<file path="src/rtl/rom_dl_sequencer.sv">
// rom_dl_sequencer: buffers the HPS download stream and steers each byte to
// the SDRAM write ports (req/ack toggle handshake), the PROM RAMs or the DIP
// latches; also owns rom_loaded and the core reset stretcher.
// Ports: clk_sys/reset (sync, active-high); ioctl_* download bus in, ioctl_wait
// out; port1_*/port2_* SDRAM write ports; prom_wr/addr/data PROM write;
// dip_sw DIP bytes; rom_loaded; core_reset.
module rom_dl_sequencer #(
    parameter logic [24:0] SP_BASE      = 25'h10000,
    parameter logic [24:0] PROM_BASE    = 25'h1C000,
    parameter int          PROM_SIZE    = 800,
    parameter int          RESET_CYCLES = 65535
) (
    input  logic        clk_sys,
    input  logic        reset,
    input  logic        ioctl_download,
    input  logic        ioctl_wr,
    input  logic [24:0] ioctl_addr,
    input  logic [7:0]  ioctl_dout,
    input  logic [7:0]  ioctl_index,
    output logic        ioctl_wait,
    output logic        port1_req,
    input  logic        port1_ack,
    output logic [22:0] port1_a,
    output logic [1:0]  port1_ds,
    output logic [15:0] port1_d,
    output logic        port1_we,
    output logic        port2_req,
    input  logic        port2_ack,
    output logic [22:0] port2_a,
    output logic [1:0]  port2_ds,
    output logic [15:0] port2_d,
    output logic        port2_we,
    output logic        prom_wr,
    output logic [9:0]  prom_addr,
    output logic [7:0]  prom_data,
    output logic [63:0] dip_sw,
    output logic        rom_loaded,
    output logic        core_reset
);
    localparam logic [1:0] S_IDLE  = 2'd0;
    localparam logic [1:0] S_ISSUE = 2'd1;
    localparam logic [1:0] S_WAIT  = 2'd2;

    localparam logic [24:0] PROM_END = PROM_BASE + 25'(PROM_SIZE);
    localparam int CW = (RESET_CYCLES > 1) ? $clog2(RESET_CYCLES + 1) : 1;

    // two-entry FIFO of {addr, data, index}
    logic [24:0] fifo_addr  [2];
    logic [7:0]  fifo_data  [2];
    logic [7:0]  fifo_index [2];
    logic        wr_ptr;
    logic        rd_ptr;
    logic [1:0]  count;
    logic [1:0]  count_n;
    logic        ovf;
    logic        wr_prev;
    logic        wr_edge;
    logic        push;
    logic        pop;

    logic [1:0]  state;
    logic        tgt1;
    logic        tgt2;
    logic        done;

    logic [24:0] h_addr;
    logic [7:0]  h_data;
    logic [7:0]  h_index;
    logic        hit1;
    logic        hit2;
    logic        hit_prom;
    logic        hit_dip;
    logic [23:0] sp_off;
    logic [9:0]  prom_off;

    logic        dl_prev;
    logic        dl_rise;
    logic        dl_fall;
    logic        load_pend;
    logic        drained;
    logic [CW-1:0] rst_cnt;

    assign port1_we = ioctl_download;
    assign port2_we = ioctl_download;

    assign wr_edge = ioctl_wr & ~wr_prev & ioctl_download;
    // a full FIFO still accepts a byte when the head retires this cycle
    assign push    = wr_edge & ((count != 2'd2) | pop);
    assign count_n = count + 2'(push) - 2'(pop);

    assign h_addr  = fifo_addr[rd_ptr];
    assign h_data  = fifo_data[rd_ptr];
    assign h_index = fifo_index[rd_ptr];

    assign hit1     = (h_index == 8'd0) && (h_addr < PROM_BASE);
    assign hit2     = hit1 && (h_addr >= SP_BASE);
    assign hit_prom = (h_index == 8'd0) && (h_addr >= PROM_BASE)
                      && (h_addr < PROM_END);
    assign hit_dip  = (h_index == 8'd254) && (h_addr[24:3] == 22'd0);
    assign sp_off   = 24'(h_addr - SP_BASE);
    assign prom_off = 10'(h_addr - PROM_BASE);

    assign done = (!tgt1 || (port1_ack == port1_req))
                  && (!tgt2 || (port2_ack == port2_req));

    // non-SDRAM bytes retire straight out of ISSUE
    assign pop = ((state == S_ISSUE) && !hit1)
                 || ((state == S_WAIT) && done);

    always_ff @(posedge clk_sys) begin
        if (push) begin
            fifo_addr[wr_ptr]  <= ioctl_addr;
            fifo_data[wr_ptr]  <= ioctl_dout;
            fifo_index[wr_ptr] <= ioctl_index;
        end
    end

    always_ff @(posedge clk_sys) begin
        if (reset) begin
            wr_ptr     <= 1'b0;
            rd_ptr     <= 1'b0;
            count      <= 2'd0;
            ovf        <= 1'b0;
            wr_prev    <= 1'b0;
            ioctl_wait <= 1'b0;
        end else begin
            wr_prev    <= ioctl_wr;
            count      <= count_n;
            ioctl_wait <= (count_n == 2'd2);
            if (push) wr_ptr <= ~wr_ptr;
            if (pop) rd_ptr <= ~rd_ptr;
            if (wr_edge && !push) ovf <= 1'b1;
        end
    end

    always_ff @(posedge clk_sys) begin
        if (reset) begin
            state     <= S_IDLE;
            tgt1      <= 1'b0;
            tgt2      <= 1'b0;
            port1_req <= 1'b0;
            port1_a   <= '0;
            port1_ds  <= '0;
            port1_d   <= '0;
            port2_req <= 1'b0;
            port2_a   <= '0;
            port2_ds  <= '0;
            port2_d   <= '0;
            prom_wr   <= 1'b0;
            prom_addr <= '0;
            prom_data <= '0;
            dip_sw    <= '0;
        end else begin
            prom_wr <= 1'b0;
            unique case (state)
                S_IDLE: begin
                    // entering on the push itself saves a cycle of latency
                    if ((count != 2'd0) || push) state <= S_ISSUE;
                end
                S_ISSUE: begin
                    if (hit1) begin
                        port1_a   <= h_addr[23:1];
                        port1_ds  <= {h_addr[0], ~h_addr[0]};
                        port1_d   <= {h_data, h_data};
                        port1_req <= ~port1_req;
                        tgt1      <= 1'b1;
                        tgt2      <= hit2;
                        if (hit2) begin
                            // sprite ROM is stored bit-swizzled on port2
                            port2_a   <= {sp_off[23:16], sp_off[13:0],
                                          sp_off[15]};
                            port2_ds  <= {sp_off[14], ~sp_off[14]};
                            port2_d   <= {h_data, h_data};
                            port2_req <= ~port2_req;
                        end
                        state <= S_WAIT;
                    end else begin
                        if (hit_prom) begin
                            prom_wr   <= 1'b1;
                            prom_addr <= prom_off;
                            prom_data <= h_data;
                        end
                        if (hit_dip) begin
                            dip_sw[{h_addr[2:0], 3'b000} +: 8] <= h_data;
                        end
                        state <= S_IDLE;
                    end
                end
                S_WAIT: begin
                    if (done) state <= S_IDLE;
                end
                default: state <= S_IDLE;
            endcase
        end
    end

    assign dl_rise = ioctl_download & ~dl_prev & (ioctl_index == 8'd0);
    assign dl_fall = ~ioctl_download & dl_prev & (ioctl_index == 8'd0);
    assign drained = (state == S_IDLE) && (count == 2'd0);

    always_ff @(posedge clk_sys) begin
        if (reset) begin
            dl_prev    <= 1'b0;
            load_pend  <= 1'b0;
            rom_loaded <= 1'b0;
        end else begin
            dl_prev <= ioctl_download;
            if (dl_rise) begin
                rom_loaded <= 1'b0;
                load_pend  <= 1'b0;
            end else if (dl_fall || load_pend) begin
                // the flag waits until the last buffered byte has retired
                if (drained) begin
                    rom_loaded <= 1'b1;
                    load_pend  <= 1'b0;
                end else begin
                    load_pend <= 1'b1;
                end
            end
        end
    end

    always_ff @(posedge clk_sys) begin
        if (reset || !rom_loaded) begin
            rst_cnt <= CW'(RESET_CYCLES);
        end else if (rst_cnt != '0) begin
            rst_cnt <= rst_cnt - 1'b1;
        end
    end

    assign core_reset = (rst_cnt != '0);

endmodule

</file>
<file path="config.mk">
export PLATFORM = sky130hd
export DESIGN_NAME = rom_dl_sequencer
export DESIGN_NICKNAME = d
export VERILOG_FILES = /design/src/rtl/rom_dl_sequencer.sv
export SDC_FILE = /design/constraint.sdc
export NUM_CORES = 1
export LEC_CHECK = 0
export ABC_AREA = 1
export CAP_MARGIN = 5
export CORE_AREA = 3 3 176 264
export DETAILED_ROUTE_END_ITERATION = 10
export DIE_AREA = 0 0 179 267
export MAX_ROUTING_LAYER = met4
export PLACE_DENSITY_LB_ADDON = 0.15
export SYNTH_ARGS = -nofsm -noshare
export SYNTH_HDL_FRONTEND = slang
export SYNTH_SLANG_ARGS = --single-unit
</file>
<file path="constraint.sdc">
create_clock -name clk_sys -period 3.4 [get_ports clk_sys]
set_clock_uncertainty 0.15 [all_clocks]
set_input_delay 0.68 -clock clk_sys [delete_from_list [all_inputs] [get_ports clk_sys]]
set_output_delay 0.68 -clock clk_sys [all_outputs]
set_load 0.02 [all_outputs]
</file>
Word-level counts from Yosys, hierarchy flattened
Memories as Yosys holds them, arrays and structs flattened. A register that Yosys moved wholly into a read port is not among the register bits.
Cells that the tools add are included.
W data, S select, Z words.
Operators by class
  $add $sub $neg: 6
  magnitude comparators: 4
  equality and inequality tests: 9
  shifts and indexed selects: 2
  multiplexer cells: 15
  bitwise logic cells: 19
  reduce and logical (&&, ||, !) cells: 34
Operators by type and width (number)
  $bwmux W64: 1
  $shift A8 B8 Y64 const A: 1
  $shiftx A8 B8 Y64: 1
  $ge A25 B17 Y1 const B: 2
  $lt A25 B17 Y1 const B: 2
  $sub A24 B17 Y24 const B: 1
  $logic_not A22 Y1: 1
  $logic_not A8 Y1: 2
  $reduce_bool A16 Y1: 1
  $sub A16 B1 Y16 const B: 1
  $not A1 Y1: 11
  $mux W1: 10
  $sub A10 B1 Y10 const B: 1
  $logic_and A1 B1 Y1: 9
  $reduce_and A3 Y1: 3
  $eq A8 B8 Y1 const B: 1
  $neg A6 Y8: 1
  $and A1 B1 Y1: 7
  $logic_or A1 B1 Y1: 6
  $mux W2: 3
  $ne A2 B2 Y1 const B: 3
  $pmux W2 S3: 1
  $reduce_and A2 Y1: 3
  $eq A2 B2 Y1 const B: 2
  10 further kinds: 15
Storage, ports and cells
  register bits after elaboration: 196
  bits in writable memories: 82
  bits of input ports: 47
  output and inout bits: 172
  word-level logic and storage cells: 116
  memories kept: 3
Memory list
  fifo_addr: depth 2, bits a word 25, read ports 1, clocked after memory_dff 1, write ports 1, line 48  | logic [24:0] fifo_addr [2];
  fifo_data: depth 2, bits a word 8, read ports 1, clocked after memory_dff 1, write ports 1, line 49  | logic [7:0] fifo_data [2];
  fifo_index: depth 2, bits a word 8, read ports 1, clocked after memory_dff 1, write ports 1, line 50  | logic [7:0] fifo_index [2];

Longest topological paths before layout
Gate-level depths: netlist (run 1).
  word-level depth: 10
  gate-level depth with buffers: 17
  mapped depth without buffers: 16

Worst setup path before layout (run 1)
OpenSTA, ideal clock, no wires.
  path kind: register -> register
  start point: register (tool-made name)
  end point: memory fifo_addr[0][0] (enable)
  setup time: 0.439 ns
  arrival time: 3.109 ns
  data required time: 2.811 ns
  slack: -0.298 ns
  stages on the path, launching flop included: 11
  buffers on the path: 1
  clock period less this slack: 3.698 ns
  path through: dfxtp_1 inv_2 buf_2 nand2_1 nand2_1 nand3_1 nand3_1 nand2_1 nand3_1 nand2_1 nor2_1
RTL lines (line)
  end, declared: 48

Final worst setup path (run 1)
  start point: register rst_cnt[0]
  end point: output port core_reset
Between the ends
  longest elaborated chain between the ends: 1
Ends and longest elaborated chain
  start, declared: line 81  | logic [CW-1:0] rst_cnt;
  start signal, assigned: line 225  | rst_cnt <= CW'(RESET_CYCLES);
  start signal, assigned: line 227  | rst_cnt <= rst_cnt - 1'b1;
  $reduce_bool A16 Y1: line 231  | assign core_reset = (rst_cnt != '0);
  end, declared: line 38  | output logic core_reset
No other way between the ends.

==> results of run 1 <==
[repair_timing]
action	4_1_cts	5_1_grt
endpoints found under the setup margin	0	17
hold buffers	0	0
gates resized for setup	0	4
[cells in the final DEF (no fill, tap or decap), types with 3 or more instances in the layout]
| cell | Yosys | routed |
|---|---|---|
| nand4_1 | 53 | 53 |
| ha_1 | 7 | 7 |
| clkbuf_16 | 0 | 27 |
| nor3_1 | 26 | 26 |
| nor4_1 | 7 | 6 |
| dfxtp_1 | 181 | 181 |
| clkinvlp_4 | 0 | 5 |
| nand3_1 | 84 | 84 |
| clkdlybuf4s50_1 | 0 | 217 |
| or2_2 | 9 | 9 |
| nand3_2 | 4 | 3 |
| o21ai_1 | 3 | 3 |
| o211ai_1 | 3 | 3 |
| nor2_1 | 174 | 173 |
| nor2_2 | 7 | 5 |
| xnor2_1 | 4 | 4 |
| edfxtp_1 | 82 | 82 |
| clkinv_2 | 0 | 6 |
| o21ai_0 | 38 | 38 |
| nand2_1 | 295 | 295 |
| inv_1 | 94 | 94 |
| a211oi_1 | 15 | 15 |
| buf_12 | 0 | 6 |
| nand2_2 | 11 | 11 |
| nor2_4 | 2 | 5 |
| a21oi_1 | 105 | 105 |
| inv_2 | 8 | 8 |
| buf_4 | 21 | 24 |
| xor2_1 | 3 | 3 |
| clkbuf_1 | 28 | 6 |
[power groups by stage]
stage / clock (mW) / combinational [mW] / sequential, mW
after floorplan: 0 / 1.14 / 3.43
after detailed placement: 0 / 1.73 / 3.43
after global routing: 3.09 / 1.93 / 3.36
after global placement: 0 / 1.72 / 3.43
after CTS: 2.94 / 1.74 / 3.36
final: 2.83 / 1.73 / 3.36
[path summary, 6_finish.rpt]
| check | start | end | slack, ns | cells past startpoint |
|---|---|---|---|---|
| max reg2reg | flip-flop | dip_sw[5] | 0.32 | 13 |
| max | rst_cnt[0] | core_reset | 0.20 | 8 |
| min | reset | wr_prev | 0.21 | 2 |
| min reg2reg | port1_a[18] | port1_a[18] | 0.29 | 2 |
[kinds of logic after synthesis]
kind of cell	after synthesis	share of synthesized area
adders and majority gates	7	0.00791
AOI/OAI and AO/OA	168	0.0825
buffers and inverters	184	0.0776
DFF	263	0.550
xor gates and xnor gates	7	0.00554
and+or+nand+nor	683	0.277
[registers in the layout (all words and copies together), names as in the netlist, 2 cells and up, named ones only]
register / flops
rst_cnt: 16
port1_d: 8
port2_ds: 2
port1_ds: 2
dip_sw: 64
port1_a: 23
prom_data: 8
port2_d: 8
prom_addr: 10
state: 2
fifo_index: 16
fifo_data: 16
fifo_addr: 50
count: 2
port2_a: 23
[final cells by class]
class,count,area share
multi-input combinational,865,0.283
timing repair buffer,247,0.169
clock inverter,14,0.00725
sequential,263,0.415
tap,582,0.0497
clock buffer,35,0.0495
inverter,103,0.0264
[worst max-delay path: cells and delay by family, from the launching register on]
kind          cells  cell delay, ns
fa+ha+maj         1            0.17
buf+inv           3            0.80
flops             1            0.32
simple gates      4            0.54
[metal layers]
layer	part of all wire	routed length, µm
met1	0.38	13600
met2	0.56	20100
met4	0.023	843
met5	0	0
met3	0.041	1490
==> results.ini, run 1 <==
[status]
status=complete, no violations

[synthesis]
syn_area_um2=11100
synthTopCellsByCount=nand2_1, dfxtp_1, nor2_1
synth_top_area_frac=0.327
ys_warn_count=0
async_flop_share=0
synth_area_leaders=dfxtp_1, edfxtp_1, nand2_1
synth.net_count=1366
yosysSeqAreaShare=0.550
ys_ff_latch=263
synth_edf_count=82
synth_cells=1312
synth_cell_types=39
synth_most_common_cell=nand2_1
synth_top_area_cell=dfxtp_1
ys.flop_type=dfxtp_1
avgSynthCellArea_um2=8.44

[critical_path]
max_stage_delay_ns=0.55
worstSetupPathType=reg -> out
arrival_ns=2.37
startpoint_type=flip-flop
required_ns=2.57
end_kind=output pin
cp_slowest_cell=clkdlybuf4s50_1
path_cells=inv_1 -> ha_1 -> nand2_1 -> inv_1 -> nand3_1 -> nor4_2 -> nand2_1 -> clkdlybuf4s50_1
crit_path_max_fanout=5

[global_route]
met1_usage=0.158
overflow=0
top_usage_layer=met2
grt_use_met2=0.292
grt_start_max_net_pins=113
track_usage=0.152
grtUsageMet3=0.0223
grt_pass1_wl_mm=53.9
grt_pass1_vias=9114
antenna_found_initial=0

[power_and_ir_drop]
power.switching_mw=2.56
powerDensity_nw_per_um2=540
share_comb_of_total_power=0.218
vdd_ir_drop_max_mv=0.341
p_clk_frac=0.358
finalPower_mw=7.92
p_int_mw=5.37
power.share.switching=0.323
leakage_nw=5.28
p_seq_frac=0.424

[timing]
whs_ns=0.207
worst_slack_ns=0.197
slew_headroom=0.343
post-route-period-util=0.942
slew_violations=0
worst_slew_pin_slew_ns=0.975
timing.fmax_mhz=312
rsz0062_at_grt=no
final-hold-violation-count=0
setup_violations=0
layout_min_cycle_time_ns=3.20
setup-tns-final_ns=0

[route]
num_vias=9228
avgRoutedWirePerCell_um=17.1
drtPass1Iterations=5
viasPerCell=4.38
totalWireLength_mm=36.0
ant_nets=0
first_iter_violations=542
drc=0

[floorplan]
start_util=0.248
ioPinCount=219
die_w_um=179
dieArea_um2=47800
core-area_um2=44600
fp-row-count=95
die_y_um=267

[layout]
fin_area_um2=14700
layout-drive-gt1-share=0.0812
nets=1561
area_growth_pct=32.4
fillers=4756
multi_input_area_um2=4160
antenna_cells=0
fin_cells=2109
ff_latch_area_um2=6090
final_util=0.329

[clock_tree]
cts_inserted_buffers=27
htreeDepth=1
cts_tree=yes
root_buffer=clkbuf_16
cts.sinks=263
clockBufferDepth=3
clk_latency_ns=0.54
clk_pin_slew_ns=0.06
cts_setup_buffers=0

[placement]
dpl.hpwl_mm=26.7
dp.cells=2060
placed_area_um2=13800
pre_cts_slack_ns=0.233
port_buffers=218
place_congestion=0.858

[run]
maxCapViolCount=0

[hold_path]
hold_path_class=in -> reg

Power figures use the tool's default switching activity.
==> run 2, diff against run 1 <==
Settings changed: CORE_AREA 3 3 176 264 to 3 3 161 242, DIE_AREA 0 0 179 267 to 0 0 164 245, GPL_TIMING_DRIVEN from default to 0.
==> results.ini, run 2 (synthesis gave the netlist of run 1 again) <==
[power_and_ir_drop]
finalPower_mw=8.42
leakage_nw=5.55
vdd_ir_drop_max_mv=0.348
powerDensity_nw_per_um2=562

[critical_path]
reg2reg_depth=16
path_cells=inv_1 -> ha_1 -> nand2_1 -> inv_1 -> nand3_1 -> nor4_4 -> nand2_1 -> clkdlybuf4s50_1
path_buf_inv=3
cp_slowest_cell=clkdlybuf4s50_1
r2r_end=dip_sw[36]
crit_path_max_fanout=5
worstSetupPathType=reg -> out
max_stage_delay_ns=0.55
end_kind=output pin
required_ns=2.57
startpoint_type=flip-flop
arrival_ns=2.43
path_delay_family=buffers and inverters
r2r_slack_ns=0.24

[timing]
setup-tns-final_ns=0
slew_headroom=0.0825
worst_slew_pin_slew_ns=1.36
whs_ns=0.291
timing.fmax_mhz=306
slew_violations=0
layout_min_cycle_time_ns=3.26
setup_violations=0
final-hold-violation-count=0
post-route-period-util=0.960

[route]
first_iter_violations=517
viasPerCell=4.62
ant_nets=0
drtPass1Iterations=5
wl_met1_mm=14.1
drc=0
top_layer_used=met4
met2_length_mm=20.0
avgRoutedWirePerCell_um=17.7
wl_met3_mm=1.53
num_vias=9576
totalWireLength_mm=36.7

[layout]
nets=1621
final_common_cell=nand2_1
most-common-layout-cells=nand2_1, clkdlybuf4s50_1, dfxtp_1
top_register=dip_sw
reg_top3=dip_sw: 64 flops, fifo_addr: 50 flops
layout-drive-gt1-share=0.103
area_growth_pct=35.3
final_util=0.406
largest_reg_flops=64
fillers=3709
antenna_cells=0

[hold_path]
whs_path_depth=2
hp-start=port1_a[17]
hold_path_class=reg -> reg
min_to=port1_a[17]

[global_route]
overflow=0
antenna_found_initial=0
grt_start_max_net_pins=39
grt_pass1_vias=9225
grt_pass1_wl_mm=54.6
track_usage=0.183

[clock_tree]
cts.sinks=263
cts_inserted_buffers=28
cts_tree=yes
clockBufferDepth=3
root_buffer=clkbuf_16
clk_latency_ns=0.55
clk_pin_slew_ns=0.06
htreeDepth=1
cts_hold_buf=0

[floorplan]
ioPinCount=219
dieArea_um2=40200
die_y_um=245
core-area_um2=36900
die_w_um=164
fp-row-count=86
start_util=0.300

[status]
status=complete, no violations

[placement]
dpl.hpwl_mm=28.4
place_congestion=0.910
port_buffers=217

[run]
maxCapViolCount=0

## run 2: changes by cell type in the layout (fill, tap and decap cells not counted), sizes merged
| cell | before | now |
|---|---|---|
| buf | 30 | 60 |
| bufinv | 1 | 3 |
| clkinv | 8 | 5 |
| clkbuf | 35 | 70 |
| inv | 102 | 106 |
| clkinvlp | 6 | 0 |
## run 2: report_power, final
group,internal [mW],switching [mW]
registers,3.32,0.0374
clock network,1.96,1.30
logic,0.465,1.35
## run 2: worst max path at each step
stage | startpoint | depth (start not counted) | slack, ns | endpoint
after detailed placement | flip-flop | 16 | -0.03 | dip_sw[36]
after global routing | rst_cnt[0] | 8 | -0.008 | core_reset
after global placement | port1_ack | 8 | -0.92 | fifo_data[0][1]
final | rst_cnt[0] | 8 | 0.14 | core_reset
after floorplan | flip-flop | 10 | 0.38 | fifo_addr[0][0]
after CTS | flip-flop | 14 | 0.02 | dip_sw[23]
## run 2: area by class of cell
type,instances,area (µm²),area share
Sequential cell,263,6090,0.406
Multi-Input combinational cell,865,4190,0.279
Timing Repair Buffer,225,2250,0.150
Clock buffer,41,842,0.0562
Tap cell,484,606,0.0404
Buffer,81,475,0.0317
Inverter,103,387,0.0258
Clock inverter,11,150,0.0100
## run 2: timing repair
item	4_1_cts	5_1_grt
endpoints found under the setup margin	9	52
pin swaps	0	1
resized for setup	2	13
setup buffers	0	2
## run 2: layer usage
layer	global-route usage	up-vias
met5	-	-
li1	-	4849
met1	0.199	4435
met3	0.0233	67
met2	0.344	225
met4	0.0560	0
## run 2: metrics by stage
stage | instance area, µm² | worst slack [ns] | instances
finish | 15000 | 0.137 | 2073
global route | 15000 | -0.00814 | 2073
CTS | 14900 | 0.0217 | 2071
detailed placement | 13900 | -0.0328 | 2019
global placement | 13900 | -0.915 | 2013
floorplan | 11100 | 0.379 | 1312
## run 2: worst min-delay path: stages (launching register included)
cell and delay [ns]:
dfxtp_1 0.31, nand2_1 0.06, nor2_1 0.03
==> run 3, diff against run 2 <==
Settings changed: GPL_TIMING_DRIVEN 0 to default.
==> results.ini, run 3 (synthesis gave the netlist of run 1 again) <==
[floorplan]
dieArea_um2=40200
ioPinCount=219
start_util=0.300
die_w_um=164
die_y_um=245
fp-row-count=86
core-area_um2=36900

[placement]
place_congestion=0.835
dp.cells=1966
dpl.hpwl_mm=26.0
port_buffers=218

[run]
maxCapViolCount=0

[global_route]
overflow=0
grt_pass1_vias=9243
track_usage=0.177
grt_pass1_wl_mm=53.4
antenna_found_initial=0
grt_start_max_net_pins=57

[timing]
layout_min_cycle_time_ns=3.23
slew_violations=0
slew_headroom=0.515
post-route-period-util=0.950
setup_violations=0
setup-tns-final_ns=0
timing.fmax_mhz=310
rsz0062_at_grt=no
worst_slew_pin_slew_ns=0.719
final-hold-violation-count=0

[route]
num_vias=9381
drc=0
avgRoutedWirePerCell_um=17.3
ant_nets=0
totalWireLength_mm=34.9
first_iter_violations=481
viasPerCell=4.65
drtPass1Iterations=5

[critical_path]
path_cells=inv_1 -> ha_1 -> nand2_1 -> inv_1 -> nand3_1 -> nor4_2 -> nand2_1 -> clkdlybuf4s50_1
required_ns=2.57
end_kind=output pin
startpoint_type=flip-flop
cp_slowest_cell=clkdlybuf4s50_1
worstSetupPathType=reg -> out
reg2reg_depth=12
cp-startpoint=rst_cnt[0]
max_stage_delay_ns=0.55
arrival_ns=2.40
crit_path_max_fanout=5

[clock_tree]
cts_inserted_buffers=28
htreeDepth=1
clk_latency_ns=0.54
clockBufferDepth=3
clk_pin_slew_ns=0.07
cts_hold_buf=0
root_buffer=clkbuf_16
cts_tree=yes
cts_resized=0
cts.sinks=263
cts_setup_buffers=0

[layout]
nets=1566
most-common-layout-cells=nand2_1, clkdlybuf4s50_1, dfxtp_1
reg_top3=dip_sw: 64 flops, fifo_addr: 50 flops
final_common_cell=nand2_1
top_register=dip_sw
layout-drive-gt1-share=0.0887
area_growth_pct=33.1
fillers=3785
fin_cells=2018
antenna_cells=0
largest_reg_flops=64

[power_and_ir_drop]
vdd_ir_drop_max_mv=0.297
leakage_nw=5.40
powerDensity_nw_per_um2=582

[status]
status=complete, no violations

[hold_path]
hp-start=reset
hold_path_class=in -> reg
whs_path_depth=2

-- run 3: changes by cell type in the layout (fill, tap and decap cells not counted), sizes merged --
cell      delta
inv          -3
clkinv       +4
bufinv       +4
clkbuf      -36
buf         -26
clkinvlp     +2
-- run 3: stage by stage --
step | utilization | worst slack (ns) | hold WS [ns] | power (mW) | cell area (µm²)
floorplan | - | 0.379 | 0.276 | 4.56 | 11100
global placement | 0.370 | 0.311 | 0.276 | 5.16 | 13700
detailed placement | 0.370 | 0.283 | 0.280 | 5.17 | 13700
CTS | 0.399 | 0.00344 | 0.216 | 8.70 | 14700
global route | 0.399 | 0.0334 | 0.247 | 8.97 | 14700
finish | 0.399 | 0.171 | 0.244 | 8.57 | 14700
-- run 3: worst paths after layout --
kind	endpoint	slack [ns]
max	core_reset	0.17
min	port2_a[13]	0.24
max reg2reg	dip_sw[16]	0.45
min reg2reg	port1_a[22]	0.29
-- run 3: critical path, delay by kind of cell, from the launching register on --
kind / cells / cell delay, ns
buf+inv: 3 / 0.80
simple gates: 4 / 0.55
flops: 1 / 0.32
fa+ha+maj: 1 / 0.18
-- run 3: routing by layer --
metal | track usage | part of all wire | vias up
met1 | 0.189 | 0.38 | 4343
met3 | 0.0201 | 0.042 | 58
met2 | 0.334 | 0.55 | 250
met4 | 0.0602 | 0.030 | 0
li1 | - | - | 4730
met5 | - | 0 | -
-- run 3: area by class of cell --
class,instances,area (µm²),share of cell area
inverter,103,387,0.0262
tap,484,606,0.0411
multi-input combinational,865,4140,0.281
sequential,263,6090,0.413
clock inverter,18,278,0.0189
timing repair buffer,251,2440,0.166
clock buffer,34,797,0.0541
-- run 3: where the power goes --
group	leakage [nW]	internal, mW	switching (mW)
logic	2.66	0.449	1.27
clock network	0.525	2.20	1.29
registers	2.21	3.32	0.0364
total	5.40	5.97	2.60
